--- config.mk ---
export PLATFORM = sky130hd
export DESIGN_NAME = sha_pad
export DESIGN_NICKNAME = d
export VERILOG_FILES = /design/src/rtl/sha_pad.sv
export SDC_FILE = /design/constraint.sdc
export NUM_CORES = 1
export LEC_CHECK = 0
export ABC_AREA = 1
export CAP_MARGIN = 0
export CELL_PAD_IN_SITES_DETAIL_PLACEMENT = 0
export CELL_PAD_IN_SITES_GLOBAL_PLACEMENT = 1
export CORE_MARGIN = 3
export CORE_UTILIZATION = 43
export CTS_BUF_LIST = sky130_fd_sc_hd__clkbuf_4
export CTS_CLUSTER_SIZE = 25
export DETAILED_ROUTE_END_ITERATION = 6
export GPL_ROUTABILITY_DRIVEN = 0
export PLACE_DENSITY = 0.95
export SLEW_MARGIN = 20
export SYNTH_ARGS = -nofsm -noshare
export SYNTH_HDL_FRONTEND = slang
export SYNTH_SLANG_ARGS = --single-unit
--- constraint.sdc ---
create_clock -name clk -period 4.2 [get_ports clk]
set_clock_uncertainty 0.05 [all_clocks]
set_input_delay 0.84 -clock clk [delete_from_list [all_inputs] [get_ports clk]]
set_output_delay 0.84 -clock clk [all_outputs]
set_load 0.02 [all_outputs]
--- src/rtl/sha_pad.sv ---
// SHA-256 style message padder: buffers message bytes into NL-byte blocks,
// appends 0x80, zero fill and the big-endian bit length, and hands blocks downstream.
module sha_pad #(
    parameter int NL = 64,
    parameter int LW = 64
) (
    input  logic       clk,
    input  logic       rst,
    input  logic [7:0] Data_In,
    input  logic       Valid_In,
    input  logic       Last_In,
    output logic       Accept,
    output logic [7:0] Data_Block [0:NL-1],
    output logic       Enable,
    output logic       Function,
    input  logic       Ready_In,
    output logic       Done
);

    localparam int CW = $clog2(NL + 1);
    localparam int IW = $clog2(NL);
    localparam int LB = LW / 8;
    localparam int BW = LW - 3;

    typedef enum logic [1:0] {ST_LOAD, ST_PAD, ST_EMIT, ST_WAIT} state_t;

    state_t        r_state;
    logic [CW-1:0] r_cnt;
    logic [BW-1:0] r_bytes;
    logic [7:0]    r_buf [0:NL-1];
    logic          r_pad_pending;
    logic          r_in_pad;
    logic          r_final;
    logic          r_func;
    logic          r_enable;
    logic          r_done;
    logic          r_accept;

    logic          w_acc;
    logic          w_put80;
    logic [CW-1:0] w_cnt_pad;
    logic          w_pp_after;
    logic          w_put_len;
    logic [LW-1:0] w_len;

    assign w_acc      = Valid_In && r_accept;
    assign w_put80    = r_pad_pending && (r_cnt < CW'(NL));
    assign w_cnt_pad  = r_cnt + (w_put80 ? CW'(1) : CW'(0));
    assign w_pp_after = r_pad_pending && !w_put80;
    // The length only fits when the 0x80 marker landed in front of the length field.
    assign w_put_len  = !w_pp_after && (w_cnt_pad <= CW'(NL - LB));
    assign w_len      = {r_bytes, 3'b000};

    assign Data_Block = r_buf;
    assign Accept     = r_accept;
    assign Enable     = r_enable;
    assign Function   = r_func;
    assign Done       = r_done;

    // Block assembly, padding and downstream handshake state machine
    always_ff @(posedge clk or negedge rst) begin
        if (!rst) begin
            r_state       <= ST_LOAD;
            r_cnt         <= '0;
            r_bytes       <= '0;
            r_pad_pending <= 1'b0;
            r_in_pad      <= 1'b0;
            r_final       <= 1'b0;
            r_func        <= 1'b0;
            r_enable      <= 1'b0;
            r_done        <= 1'b0;
            r_accept      <= 1'b1;
            for (int i = 0; i < NL; i++) r_buf[i] <= 8'h00;
        end else begin
            r_enable <= 1'b0;
            r_done   <= 1'b0;
            case (r_state)
                ST_LOAD: begin
                    if (w_acc) begin
                        r_buf[r_cnt[IW-1:0]] <= Data_In;
                        r_cnt   <= r_cnt + CW'(1);
                        r_bytes <= r_bytes + BW'(1);
                        if (Last_In) begin
                            r_pad_pending <= 1'b1;
                            r_in_pad      <= 1'b1;
                            r_accept      <= 1'b0;
                            r_state       <= ST_PAD;
                        end else if (r_cnt == CW'(NL - 1)) begin
                            r_accept <= 1'b0;
                            r_enable <= 1'b1;
                            r_state  <= ST_EMIT;
                        end
                    end
                end
                ST_PAD: begin
                    if (w_put80) r_buf[r_cnt[IW-1:0]] <= 8'h80;
                    r_cnt         <= w_cnt_pad;
                    r_pad_pending <= w_pp_after;
                    if (w_put_len) begin
                        for (int k = 0; k < LB; k++) r_buf[NL-LB+k] <= w_len[LW-1-8*k -: 8];
                        r_final <= 1'b1;
                    end
                    r_enable <= 1'b1;
                    r_state  <= ST_EMIT;
                end
                ST_EMIT: begin
                    r_state <= ST_WAIT;
                end
                ST_WAIT: begin
                    if (Ready_In) begin
                        for (int i = 0; i < NL; i++) r_buf[i] <= 8'h00;
                        r_cnt  <= '0;
                        r_func <= 1'b1;
                        if (r_final) begin
                            r_final  <= 1'b0;
                            r_in_pad <= 1'b0;
                            r_bytes  <= '0;
                            r_func   <= 1'b0;
                            r_done   <= 1'b1;
                            r_accept <= 1'b1;
                            r_state  <= ST_LOAD;
                        end else if (r_pad_pending || r_in_pad) begin
                            r_state <= ST_PAD;
                        end else begin
                            r_accept <= 1'b1;
                            r_state  <= ST_LOAD;
                        end
                    end
                end
                default: begin
                    r_accept <= 1'b1;
                    r_state  <= ST_LOAD;
                end
            endcase
        end
    end

endmodule

==> results of run 1 <==
==> final cells by class <==
class	instances	share of cell area
Tap cell	873	0.0289
Sequential cell	589	0.390
Clock buffer	232	0.0460
Clock inverter	53	0.00741
Inverter	583	0.0580
Multi-Input combinational cell	2422	0.311
Antenna cell	6	0.000397
Timing Repair Buffer	606	0.159
==> metal layers <==
metal / wire (µm) / GRT usage / vias to the layer above / share of wire
li1: - / - / 13743 / -
met1: 45900 / 0.414 / 14440 / 0.38
met2: 55300 / 0.524 / 1645 / 0.46
met3: 13400 / 0.111 / 326 / 0.11
met4: 5560 / 0.158 / 6 / 0.046
met5: 39 / 0 / - / 0.00032
==> what timing repair did <==
item,in CTS,in global routing
hold buffers,1,0
endpoints found under the setup margin,0,0
endpoints found under the hold margin,83,0
==> power groups by stage <==
stage,logic [mW],clock network [mW],registers (mW)
floorplan,6.30,0,9.51
global placement,14.0,0,8.29
detailed placement,14.1,0,8.25
CTS,14.2,5.34,8.22
global route,15.3,5.65,8.38
finish,14.3,5.27,8.26
==> cell usage in the layout, fill, tap and decap left out, types with 19 or more instances in the layout <==
master | Yosys | routed
a21oi_1 | 188 | 188
buf_4 | 3 | 64
clkbuf_4 | 0 | 232
clkdlybuf4s50_1 | 0 | 522
clkinv_1 | 8 | 44
dfrtp_1 | 588 | 588
inv_1 | 560 | 560
nand2_1 | 782 | 779
nand3_1 | 116 | 116
nand4_1 | 328 | 328
nor2_1 | 269 | 263
nor2_2 | 16 | 19
nor3_1 | 37 | 37
o21ai_0 | 550 | 550
o21ai_1 | 25 | 25
o21bai_2 | 19 | 19
==> worst max-delay path, cell delays in order (launching register included) <==
cell and delay (ns):
dfrtp_1 0.43, inv_1 0.12, nand2_1 0.11, inv_1 0.16
ha_1 0.22, ha_1 0.20, nand2_1 0.10, inv_1 0.12
nand3_1 0.07, nand2_1 0.10, inv_1 0.05, nand2_2 0.12
nand3_2 0.55, nand2_1 0.52, o21ai_0 0.13, nand2_1 0.07
nand2_1 0.04
==> synth_stat cells, types with 2 or more instances <==
| cell type | n | area [µm²] |
|---|---|---|
| nand2_1 | 782 | 2940 |
| dfrtp_1 | 588 | 14700 |
| inv_1 | 560 | 2100 |
| o21ai_0 | 550 | 2750 |
| nand4_1 | 328 | 2050 |
| nor2_1 | 269 | 1010 |
| a21oi_1 | 188 | 941 |
| nand3_1 | 116 | 581 |
| clkbuf_1 | 112 | 420 |
| buf_2 | 53 | 265 |
| nor3_1 | 37 | 185 |
| o21ai_1 | 25 | 125 |
| o21bai_2 | 19 | 214 |
| o22ai_1 | 17 | 106 |
| buf_1 | 16 | 60.1 |
| nor2_2 | 16 | 100 |
| inv_2 | 14 | 52.6 |
| a21oi_2 | 12 | 105 |
| clkinv_1 | 8 | 30.0 |
| ha_1 | 8 | 100 |
| nand3_2 | 8 | 80.1 |
| o21ai_2 | 6 | 52.6 |
| o21bai_1 | 6 | 45.0 |
| nand2_4 | 5 | 56.3 |
| a22oi_1 | 4 | 30.0 |
| o21a_1 | 4 | 30.0 |
| buf_4 | 3 | 22.5 |
| nor2_4 | 3 | 33.8 |
| a31oi_1 | 2 | 12.5 |
| and2_1 | 2 | 12.5 |
| nand2_2 | 2 | 12.5 |
| o32ai_1 | 2 | 17.5 |
| xor2_1 | 2 | 17.5 |
==> worst max-delay path by stage <==
stage          slack (ns)      end      from  depth (start not counted)
6_report             0.88     flop  r_cnt[6]                         16
3_3_place_gp         0.71     flop  Ready_In                         11
2_1_floorplan        1.87     flop  r_cnt[6]                         16
3_5_place_dp         0.66     flop  Valid_In                         11
4_1_cts              0.90     flop  r_cnt[6]                         16
5_1_grt              0.65  r_final  r_cnt[6]                         16
==> kinds of logic after synthesis <==
logic type / share of synthesized area
buf+inv: 0.101
fa+ha+maj: 0.00341
simple gates: 0.242
compound gates: 0.152
flops: 0.502
xor+xnor: 0.000596
==> through the flow <==
stage | hold WS, ns | instances | total power, mW | area [µm²]
after floorplan | 0.408 | 3778 | 15.8 | 29400
after global placement | 0.416 | 5072 | 22.3 | 35800
after detailed placement | 0.422 | 5072 | 22.4 | 35800
after CTS | 0.133 | 5358 | 27.7 | 37800
after global routing | 0.234 | 5360 | 29.3 | 37800
final | 0.247 | 5364 | 27.9 | 37800
==> key figures, run 1 <==
Timing
  – Final setup violation count: 0
  – Period Utilization, post-route: 0.790
  – Final setup margin: roughly 0.9 ns
  – Relative slew slack: 0.289
  – Post-layout min period: 3.32 ns
  – RSZ-0062 raised after global routing: no
  – TNS Setup: 0 ns
  – Slew @ Worst Pin: 1.07 ns
  – Fmax: approximately 300 MHz
  – Final hold vios: 0
  – Slew Viols, Final: 0

Logic synthesis
  – Main flop type after synthesis: dfrtp_1
  – #FFs+latches synth: 589
  – Post-Syn Area: just under 30,000 µm²
  – Cell count after synthesis: 3,778
  – Async SR Flop Fraction: 1.00
  – Yosys warning count: 0
  – Netlist cell types: 44
  – Syn nets: between 3,000 and 4,000
  – Post-synth EDFFs: 0
  – Synth Area per Inst: 7.78 µm²
  – Sequential share of the synthesized area: 0.502

Power
  – Switching part of the total: 0.491
  – Comb pwr share: 0.514
  – Power Dens Cells: approximately 740 nW/µm²
  – Power share of the clock group: 0.189
  – Sw Pwr: 13.7 mW
  – Reg power frac: 0.297
  – Internal: 14.2 mW
  – Leak pwr: around 17 nW
  – Maximum vdd drop: roughly 0.48 mV

Clock network
  – Post-CTS Setup Repair Bufs: 0
  – TritonCTS clock tree: yes
  – CTS resizes: 0
  – H-Tree Depth: 4
  – Total CTS buffers: 161
  – CTS max path bufs: 3
  – Worst-path clk slew: 0.07 ns
  – CTS root buf: clkbuf_4
  – Clock sink count: 589
  – Clk Latency, worst-skew pair: just over 1 ns

Die
  – Starting Density: 0.436
  – DIE AREA: just over 70,000 µm²
  – Core ar.: 67,400 µm²
  – Die Width: 267 µm
  – I/O pins: about 530
  – Std-Cell Rows: 95
  – Chip height: 267 µm

Global routing
  – Initial antenna violation count: 7
  – Largest net degree at the start of global routing: 101
  – Gr ovfl total: 0
  – First-pass GRT wire length: 180,000 µm
  – Total Routing Usage GR: 0.333
  – Vias in the first global route: 29,620

Finish
  – Final core utilization: 0.561
  – Fill cells: 6,117
  – Footprint of the multi-input gates: 11,800 µm²
  – Final-stage net count: 4,384
  – Layout cell share with drive strength beyond 1: 0.0961
  – Register area: around 15,000 µm²
  – Layout area overhead: 28.8%

Place
  – Hpwl dp: 82,500 µm
  – PortBufs: 528
  – Pre-CTS setup slack: 0.660 ns

Detailed routing
  – DRC viols: 0
  – Drt wl/cell: 22.4 µm
  – DRT Wirelength: 120,000 µm
  – Starting DRT DRC Count: 3,357
  – ANT nets after route: 0
  – Vias: 30,160
  – Via/cell ratio: approximately 5.6
  – 1st-pass router iterations: 7

Worst hold path
  – Worst hold path cell count: 5
  – Worst min-delay path class: input port to flop
  – Worst Min Path Start: Data_In[3]

Run
  – Max-Cap Viols: 0

Critical path
  – Crit Path Category: flop to flop
  – Reg2Reg Setup Slack: 0.88 ns
  – Req. time, crit path: 5.00 ns
  – Crit path launch type: flop
  – Worst setup EP type: flop
  – Worst EP arrival: 4.12 ns
  – RR Startpoint: r_cnt[6]
  – Crit-path max FO: 26
  – Worst Reg-to-Reg Cells: 16

Status
  – Outcome: completed
No activity file was read; power rests on OpenSTA's default activity.
==> run 2: changes to the inputs <==
Settings changed: CORE_UTILIZATION 43 to 36, PLACE_DENSITY 0.95 to 0.87.
Clock period 4.2 ns to 2.75 ns, I/O delays scaled along.
==> run 2 against run 1 <==
Compared with the run above:
- sequential power rose by 54%
- sequential cell count did not move
- highest routed layer unchanged
- critical path depth fell by 15
- sequential share of layout area fell by 1.7 points
- hold slack got worse by 0.038 ns
- cell count rose by 6.7%
- wire length rose by 3.7%
- clock power rose by 58%
- non-clock buffer count rose by 168
==> key figures, run 2 (synthesis results as in run 1) <==
Status
  – Outcome: completed

Finish
  – Fin area: 39,500 µm² (+4.5%)
  – Commonest non-fill, non-tap cells in the layout: nand2_1 (778), dfrtp_1 (585), inv_1 (559)
  – Final-stage net count: 4,556 (+3.9%)
  – Final core utilization: 0.490 (-0.0713)
  – Layout area overhead: 34.6%
  – Most common cell after layout, fill and taps aside: nand2_1
  – Layout cell share with drive strength beyond 1: 0.133 (+0.0370)
  – Fill cells: 7,943 (+30%)

Critical path
  – RR Startpoint: r_state[1]
  – Reg2Reg Setup Slack: 0.14 ns (-0.74 ns)
  – Critical Path Max Stage Delay: 0.68 ns (+0.13 ns)
  – Worst setup EP type: output port
  – Slowest CP cell: clkdlybuf4s50_1
  – Worst EP arrival: 2.04 ns (-2.08 ns)
  – Req. time, crit path: 2.15 ns (-2.85 ns)
  – Critical path buffers and inverters: 1 (-3)
  – Worst Reg-to-Reg Cells: 13 (-3)
  – Crit path cell chain: clkdlybuf4s50_1
  – Crit path launch type: flop
  – Crit-path max FO: 2 (-92%)
  – Crit Path Category: flop to output port
  – Worst path top cell family by delay: buffers and inverters

Timing
  – Period Utilization, post-route: 0.959
  – Relative slew slack: 0.557 (+0.267)
  – Slew @ Worst Pin: 0.660 ns (-0.406 ns)
  – Final setup violation count: 0 (unchanged)
  – RSZ-0062 raised after global routing: no
  – Post-layout min period: between 2 and 3 ns
  – Final hold slack: 0.209 ns (-0.0382 ns)
  – Final hold vios: 0 (unchanged)
  – Fmax: 379 MHz
  – Slew Viols, Final: 0 (unchanged)

Detailed routing
  – Drt wl/cell: 21.8 µm (-2.8%)
  – DRC viols: 0 (unchanged)
  – Vias: 30,815 (+2.2%)
  – Starting DRT DRC Count: 3,186 (-5.1%)
  – DRT Wirelength: 125,000 µm (+3.7%)
  – Via/cell ratio: 5.38 (-4.3%)
  – 1st-pass router iterations: 7 (unchanged)
  – ANT nets after route: 0 (unchanged)

Die
  – Core ar.: 80,700 µm² (+20%)
  – DIE AREA: 85,100 µm² (+19%)
  – I/O pins: 529 (unchanged)
  – Std-Cell Rows: 104 (+9.5%)
  – Die Width: 292 µm (+9.1%)
  – Chip height: 292 µm (+9.1%)
  – Starting Density: 0.364 (-0.0718)

Global routing
  – Gr ovfl total: 0 (unchanged)
  – Met1 GRT Util: 0.363 (-0.0511)
  – Initial antenna violation count: 14 (+7)
  – Largest net degree at the start of global routing: 87 (-14%)
  – Met2 usage: 0.457 (-0.0677)
  – Total Routing Usage GR: 0.286 (-0.0465)
  – Vias in the first global route: 30,178 (+1.9%)
  – First-pass GRT wire length: 187,000 µm (+3.5%)
  – M3 GR Usage: 0.0765 (-0.0342)
  – Top Usage Layer GRT: met2

Power
  – Internal: 22.8 mW (+61%)
  – Reg power frac: 0.288 (-0.009)
  – Power Dens Cells: 1120 nW/µm² (+52%)
  – Sw Pwr: 21.5 mW (+57%)
  – Power share of the clock group: 0.188 (about the same)
  – Comb pwr share: 0.524 (+0.010)
  – Maximum vdd drop: 0.751 mV (+56%)
  – Switching part of the total: 0.485 (-0.00683)
  – Leak pwr: 19.2 nW (+13%)

Worst hold path
  – Worst hold path cell count: 3 (-2)
  – Hold Path Sink: Function
  – Worst min-delay path class: input port to flop
  – Worst Min Path Start: Ready_In

Clock network
  – TritonCTS clock tree: yes
  – H-Tree Depth: 4 (unchanged)
  – Worst-path clk slew: 0.06 ns (about the same)
  – CTS max path bufs: 3 (unchanged)
  – Clk Latency, worst-skew pair: 1.01 ns (about the same)
  – Total CTS buffers: 165 (+2.5%)
  – CTS root buf: clkbuf_4
  – Clock sink count: 589 (unchanged)

Place
  – PortBufs: 528 (unchanged)
  – Hpwl dp: 86,600 µm (+5.0%)
  – Placed cell area: 37,600 µm² (+5.0%)

Run
  – Max-Cap Viols: 0 (unchanged)
==> run 2: how the worst max path moves through the flow <==
stage	start	to	slack (ns)	cells after the start
2_1_floorplan	r_cnt[6]	flop	0.42	16
3_5_place_dp	Valid_In	flop	-0.02	13
4_1_cts	flop	Data_Block[335]	0.00005	1
3_3_place_gp	Ready_In	flop	0.002	11
6_report	flop	Data_Block[113]	0.11	1
5_1_grt	flop	Data_Block[431]	0.006	1
==> run 2: cell type report <==
cell class              count  area [µm²]  share of cell area
diodes                      8        20.0            0.000506
multi-input cells        2422       11800               0.298
repair buffers            774        7350               0.186
well taps                1060        1330              0.0335
clock inverters            45         290             0.00734
clock buffers             244        1830              0.0463
flip-flops and latches    589       14700               0.373
inverters                 583        2200              0.0556
==> run 2: worst min-delay path, stage by stage <==
cell and delay [ns]:
clkdlybuf4s50_1 0.43, nand2_1 0.12, o21ai_0 0.09
==> run 2: repair_timing <==
item | 4_1_cts | 5_1_grt
cloned | 0 | 0
hold endpoints to repair | 587 | 0
setup buffers | 0 | 0
resized for setup | 247 | 14
endpoints found under the setup margin | 244 | 71
pin swaps | 0 | 2
hold buffers | 7 | 0
==> run 2: per-stage QoR <==
step / TNS (ns) / worst slack, ns / cells / total power [mW]
finish: 0 / 0.112 / 5725 / 44.3
CTS: 0 / 0.0000484 / 5717 / 44.1
floorplan: 0 / 0.421 / 3778 / 24.1
global placement: 0 / 0.00163 / 5421 / 36.2
detailed placement: -0.151 / -0.0234 / 5421 / 36.3
global route: 0 / 0.00556 / 5719 / 46.8
==> run 2: routing by layer <==
layer | vias up | routed length, µm
met5 | - | 34
met4 | 6 | 5590
met3 | 308 | 13200
met2 | 1758 | 57300
met1 | 14687 | 48600
li1 | 14056 | -
==> run 2: power by group through the flow <==
stage,Clock (mW),Sequential (mW),Combinational (mW)
detailed placement,0,12.7,23.6
floorplan,0,14.5,9.62
global route,8.98,12.9,24.9
finish,8.33,12.7,23.2
CTS,8.49,12.7,23.0
global placement,0,12.8,23.3
